==> config.mk <==
export PLATFORM = sky130hd
export DESIGN_NAME = alu_driver
export DESIGN_NICKNAME = d
export VERILOG_FILES = /design/src/rtl/alu_driver.sv
export SDC_FILE = /design/constraint.sdc
export NUM_CORES = 1
export LEC_CHECK = 0
export ABC_AREA = 1
export CAP_MARGIN = 40
export CORE_MARGIN = 8
export CORE_UTILIZATION = 30
export CTS_BUF_LIST = sky130_fd_sc_hd__clkbuf_4
export DETAILED_ROUTE_END_ITERATION = 16
export GPL_TIMING_DRIVEN = 0
export PLACE_DENSITY = 0.74
export RECOVER_POWER = 50
export REMOVE_ABC_BUFFERS = 1
export SKIP_CTS_REPAIR_TIMING = 1
export SYNTH_ARGS = -nofsm -noshare
export SYNTH_HDL_FRONTEND = slang
export SYNTH_SLANG_ARGS = --single-unit
==> constraint.sdc <==
create_clock -name clk -period 3.4 [get_ports clk]
set_clock_uncertainty 0.1 [all_clocks]
set_input_delay 0.34 -clock clk [delete_from_list [all_inputs] [get_ports clk]]
set_output_delay 0.34 -clock clk [all_outputs]
set_load 0.01 [all_outputs]
==> src/rtl/alu_driver.sv <==
`default_nettype none
// ============================================================================
// Module   : alu_driver
// Brief    : Valid/ready sequencing front end for the 32-bit datapath ALU.
//            Decodes ALUOp/funct into the ALU select, drives registered
//            operands, captures SALU/ZF and returns them downstream.
//            Optional zero-flag consistency check: ALU_DRV_CHECK_EN.
// Revision : 1.0 - initial release
// ============================================================================
module alu_driver (
    input  logic        clk,
    input  logic        rst,
    input  logic        in_valid,
    output logic        in_ready,
    input  logic [1:0]  aluop,
    input  logic [5:0]  funct,
    input  logic [31:0] a,
    input  logic [31:0] b,
    output logic [31:0] op1,
    output logic [31:0] op2,
    output logic [2:0]  sel,
    input  logic [31:0] salu,
    input  logic        zf,
    output logic        out_valid,
    input  logic        out_ready,
    output logic [31:0] result,
    output logic        zero,
    output logic        illegal,
    output logic [15:0] op_count,
    output logic        zf_mismatch
);

    typedef enum logic [1:0] {
        IDLE = 2'd0,
        EXEC = 2'd1,
        DONE = 2'd2
    } state_t;

    state_t      r_state;
    state_t      w_next;
    logic        w_in_ready;
    logic        w_out_valid;
    logic        w_accept;
    logic        w_complete;
    logic [2:0]  w_dec_sel;
    logic        w_dec_illegal;

    logic [31:0] r_op1;
    logic [31:0] r_op2;
    logic [2:0]  r_sel;
    logic        r_ill_pend;
    logic [31:0] r_result;
    logic        r_zero;
    logic        r_illegal;
    logic [15:0] r_op_count;

    always_ff @(posedge clk or posedge rst) begin
        if (rst) begin
            r_state <= IDLE;
        end else begin
            r_state <= w_next;
        end
    end

    always_comb begin
        w_next      = r_state;
        w_in_ready  = 1'b0;
        w_out_valid = 1'b0;
        w_accept    = 1'b0;
        w_complete  = 1'b0;
        case (r_state)
            IDLE: begin
                w_in_ready = 1'b1;
                if (in_valid) begin
                    w_accept = 1'b1;
                    w_next   = EXEC;
                end
            end
            EXEC: begin
                w_next = DONE;
            end
            DONE: begin
                w_out_valid = 1'b1;
                if (out_ready) begin
                    w_complete = 1'b1;
                    w_next     = IDLE;
                end
            end
            default: begin
                w_next = IDLE;
            end
        endcase
    end

    // Unsupported R-type functs select 111, which the ALU answers with zero.
    always_comb begin
        w_dec_sel     = 3'b111;
        w_dec_illegal = 1'b0;
        case (aluop)
            2'b00: w_dec_sel = 3'b010;
            2'b01: w_dec_sel = 3'b011;
            2'b11: w_dec_sel = 3'b101;
            default: begin
                case (funct)
                    6'b100100: w_dec_sel = 3'b000;
                    6'b100101: w_dec_sel = 3'b001;
                    6'b100000: w_dec_sel = 3'b010;
                    6'b100010: w_dec_sel = 3'b011;
                    6'b101010: w_dec_sel = 3'b100;
                    default: begin
                        w_dec_sel     = 3'b111;
                        w_dec_illegal = 1'b1;
                    end
                endcase
            end
        endcase
    end

    always_ff @(posedge clk or posedge rst) begin
        if (rst) begin
            r_op1      <= 32'd0;
            r_op2      <= 32'd0;
            r_sel      <= 3'b000;
            r_ill_pend <= 1'b0;
            r_result   <= 32'd0;
            r_zero     <= 1'b0;
            r_illegal  <= 1'b0;
            r_op_count <= 16'd0;
        end else begin
            if (w_accept) begin
                r_op1      <= a;
                r_op2      <= b;
                r_sel      <= w_dec_sel;
                r_ill_pend <= w_dec_illegal;
            end
            if (r_state == EXEC) begin
                r_result  <= salu;
                r_zero    <= zf;
                r_illegal <= r_ill_pend;
            end
            if (w_complete) begin
                r_op_count <= r_op_count + 16'd1;
            end
        end
    end

`ifdef ALU_DRV_CHECK_EN
    logic r_zf_mismatch;

    // Sticky until reset so a single glitch in the ALU flag is never lost.
    always_ff @(posedge clk or posedge rst) begin
        if (rst) begin
            r_zf_mismatch <= 1'b0;
        end else if ((r_state == EXEC) && (zf != (salu == 32'd0))) begin
            r_zf_mismatch <= 1'b1;
        end
    end

    assign zf_mismatch = r_zf_mismatch;
`else
    assign zf_mismatch = 1'b0;
`endif

    assign in_ready  = w_in_ready & ~rst;
    assign out_valid = w_out_valid;
    assign op1       = r_op1;
    assign op2       = r_op2;
    assign sel       = r_sel;
    assign result    = r_result;
    assign zero      = r_zero;
    assign illegal   = r_illegal;
    assign op_count  = r_op_count;

endmodule
`default_nettype wire

## Word-level counts from Yosys, hierarchy flattened

Index checks and enable logic that the tools add are counted.

| word-level totals | value |
|---|---|
| RAM bits | 0 |
| bits in read-only memories | 0 |
| memories kept | 0 |
| word-level logic and storage cells | 41 |
| bits in latches | 0 |
| output and inout bits | 120 |
| flip-flop bits (word level) | 120 |

| cells by class | value |
|---|---|
| bitwise operators | 2 |
| add/sub/neg operators | 1 |
| div/mod/pow operators | 0 |
| multiplexer cells | 13 |
| shift operators | 0 |
| reductions and logical operators | 5 |
| magnitude comparators | 0 |
| equality and inequality tests | 11 |
| multipliers | 0 |

Operators with widths:

| operator | number |
|---|---|
| $eq A6 B6 Y1 const B | 5 |
| $add A16 B1 Y16 const B | 1 |
| $pmux W3 S5 | 1 |
| $pmux W3 S3 | 1 |
| $mux W1 | 8 |
| $pmux W2 S3 | 1 |
| $reduce_or A5 Y1 | 1 |
| $eq A2 B1 Y1 const B | 2 |
| $eq A2 B2 Y1 const B | 2 |
| $logic_not A2 Y1 | 2 |
| $mux W2 | 2 |
| $ne A2 B2 Y1 const B | 2 |
| $reduce_or A3 Y1 | 1 |
| $reduce_and A2 Y1 | 1 |
| $and A1 B1 Y1 | 1 |
| $not A1 Y1 | 1 |

## Logic depth before layout (Yosys ltp)

| depth | value |
|---|---|
| depth in word-level cells | 4 |
| mapped depth | 9 |

## Least setup slack after synthesis

OpenSTA, ideal clock, no wires.

| timing | value |
|---|---|
| path type | reg-to-reg |
| from | reg r_op_count[0], in the netlist op_count[0] |
| to | reg r_op_count[12], in the netlist op_count[12] |
| data arrival time | 1,310 ps |
| slack | 1,864 ps |
| setup time | 126 ps |
| clock period less this slack | 1,536 ps |
| data required time | 3,174 ps |
| cell stages (with the launch flop) | 8 |
| cells stage by stage | dfrtp_1 -> ha_1 -> nand3_1 -> nor2_4 -> nand3_2 -> nor2_4 -> nand2_2 -> xnor2_2 |

| on the way | value |
|---|---|
| word-level cells in the longest chain between the ends | 1 |

Ends and longest elaborated chain:

| what | RTL line | source |
|---|---|---|
| start: declaration | 55 | `logic [15:0] r_op_count;` |
| start signal: assignment | 142 | `r_op_count <= r_op_count + 16'd1;` |
| $add A16 B1 Y16 | 142 |  |

No other way between the ends.
A chain may end at the register's enable or synchronous reset.

## Worst setup path after layout

| timing | value |
|---|---|
| from | reg r_state[1] |
| to | reg r_result[29], in the netlist result[29] |

| on the way | value |
|---|---|
| word-level cells in the longest chain between the ends | 1 |

Ends and longest elaborated chain:

| what | RTL line | source |
|---|---|---|
| start: declaration | 39 | `state_t r_state;` |
| start signal: assignment | 61 | `r_state <= w_next;` |
| $eq A2 B1 Y1 | 136 | `if (r_state == EXEC) begin` |
| end signal: assignment | 137 | `r_result <= salu;` |
| end: declaration | 52 | `logic [31:0] r_result;` |

No other way between the ends.

==> run metrics <==
fin nets 814; outcome finished, violations left; area grow syn2layout 58.3%; startpoint types flop; Hold Vio Cnt, Final 0; Synth Warn # 0; grt total ovfl 0; Synth Area per Inst between 10 and 15 sq um; slew margin rel. -0.596; Reg clk slew, reported paths 120 ps; clock sink total 120; Layout Utilization 0.482; Max-Cap Viols 2; number of cells on the worst reg-to-reg path 4; core area 15,800 sq um; row cnt 46; static leakage roughly 3.6 nW; R2R Setup Slk 830 ps; crit path DAT 2860 ps; Die Area between 20,000 and 25,000 sq um; initial antenna violation count 0; placed cells 901; first-pass GRT wire length about 22,000 microns; endpoints failing setup 0; Synth cell types 26; fillers 1,541; crit path kind reg -> reg; DRC 0; RSZ-0062 raised after global routing no; Min-Delay Startpoint b[7]; Routed wire per std cell ~15 microns; H-tree Lvls 4; Yosys top cell by area dfrtp_1; DR pass1 iterations 4; synthesis-stage register bit count 120; crit path max fanout 33; Max Freq 390 MHz; CTS tree yes; starting density of the core 0.304; diode count 0; most frequent cells in the layout nand2_1, clkdlybuf4s50_1, dfrtp_1; share of cells above drive strength 1 0.100; DP HPWL approximately 10,000 microns; drt total wl around 14,000 microns; vias in the first global route 4,163; failing checks max-capacitance violations, max-slew violations; post-synthesis sequential area ratio 0.626; Worst EP required 3690 ps; Min Clock Period, post-route ~2600 ps; Worst-Skew Late Latency 500 ps; total global-route track usage 0.141; Max IR drop VDD 0.000368 V; period utilization 0.755; most common cell after layout, fill and taps aside nand2_1; Worst Hold Endpoint op2[7]; number of buffers added on ports 227; Final ANT Viol Nets 0; Min-Delay Path Class in -> reg; Synth Cell Area around 4800 sq um; number of DRC markers in iteration 0 97; pre-CTS setup slack 886 ps; I/O Pins around 230; Die Ht 142 microns; hold_ws 242 ps; Synth Instances 472; clock tree buffer depth 2; Slew @ Worst Pin roughly 2400 ps; largest net degree at the start of global routing 70; Worst setup EP type flop; CP startpoint r_state[1]; TritonCTS buffer count 17; Synth top area share 0.626; Reg-to-Reg Start r_state[1]; DR vias/cell 4.25; Hold Path Depth 3; cell area power density 843 nW/um^2; clock root cell clkbuf_4; fin. max-slew vios 86; placer congestion estimate 0.742; Area contributors post-synth dfrtp_1, nand2_1, mux2_2; Final WS setup 835 ps; worst r2r dst result[29]; Die Width between 100 and 150 microns; via total after detailed routing 3,962; Layout Cells excl Fill 933
[kinds of logic after synthesis]
kind of cell / Yosys count / synth area share
other: 1 / 0.000781
adders and majority gates: 1 / 0.00261
AOI/OAI and AO/OA: 4 / 0.00521
buffers and inverters: 38 / 0.0355
muxes: 34 / 0.0798
xor gates and xnor gates: 14 / 0.0271
DFF: 120 / 0.626
and+or+nand+nor: 260 / 0.223
[metal layers]
metal / track usage / vias up / share of wire
li1: - / 1939 / -
met1: 0.153 / 1837 / 0.40
met2: 0.226 / 174 / 0.46
met3: 0.0829 / 12 / 0.13
met4: 0.0470 / 0 / 0.010
met5: 0 / - / 0
[per-stage QoR]
step                      setup TNS [ps]  instance area, sq um  total power [mW]
after floorplan                   -27100                  4700              3.58
after global placement           -388900                  7250              5.29
after detailed placement               0                  7350              5.37
after CTS                              0                  7680              6.58
after global routing                   0                  7600              6.87
final                                  0                  7600              6.40
[worst max-delay path, stage by stage, from the launching register on]
cell and delay (ps):
dfrtp_1 360, inv_1 90, nand2_1 150, clkbuf_1 1310, mux2_2 450
[area by class of cell]
| class | instances | area, sq um | share of cell area |
|---|---|---|---|
| clock inverters | 15 | 201 | 0.0265 |
| repair buffers | 231 | 2340 | 0.309 |
| well taps | 216 | 270 | 0.0356 |
| flip-flops and latches | 120 | 3000 | 0.395 |
| multi-input cells | 314 | 1570 | 0.207 |
| clock buffers | 17 | 128 | 0.0168 |
| inverters | 20 | 76.3 | 0.0100 |
[synthesized netlist by cell type]
library cell  count
inv_1            18
xor2_1            7
o22ai_1           1
buf_4             3
xnor2_1           6
a21oi_1           1
nor3_2            2
nor2_1           13
nand3_1          14
o21ai_0           1
nand3_2           3
nand2_4           1
conb_1            1
clkbuf_1          2
nand4_1           1
nand2_2           2
dfrtp_1         120
mux2_2           34
nor2_4            4
xnor2_2           1
nor3_1            2
ha_1              1
inv_2             2
o221ai_1          1
buf_2            13
nand2_1         218
[registers in the layout, indices dropped and copies added (netlist names)]
register and cells:
op2 32, result 32, illegal 1, op_count 16, zero 1, r_ill_pend 1
op1 32, r_state 2, sel 3
[report_power, final]
part	total, mW	internal [mW]	switching, mW
Combinational	2.84	1.60	1.24
Sequential	2.40	2.05	0.346
Clock	1.16	0.586	0.577
[worst max-delay path by stage]
stage / endpoint / slack, ps / cells past startpoint
6_report: result[29] / 830 / 4
5_1_grt: result[31] / 570 / 4
2_1_floorplan: illegal / -230 / 1
3_5_place_dp: op1[13] / 890 / 6
3_3_place_gp: op2[21] / -2200 / 2
4_1_cts: in_ready / 1030 / 2
(Power assumes the default switching activity.)
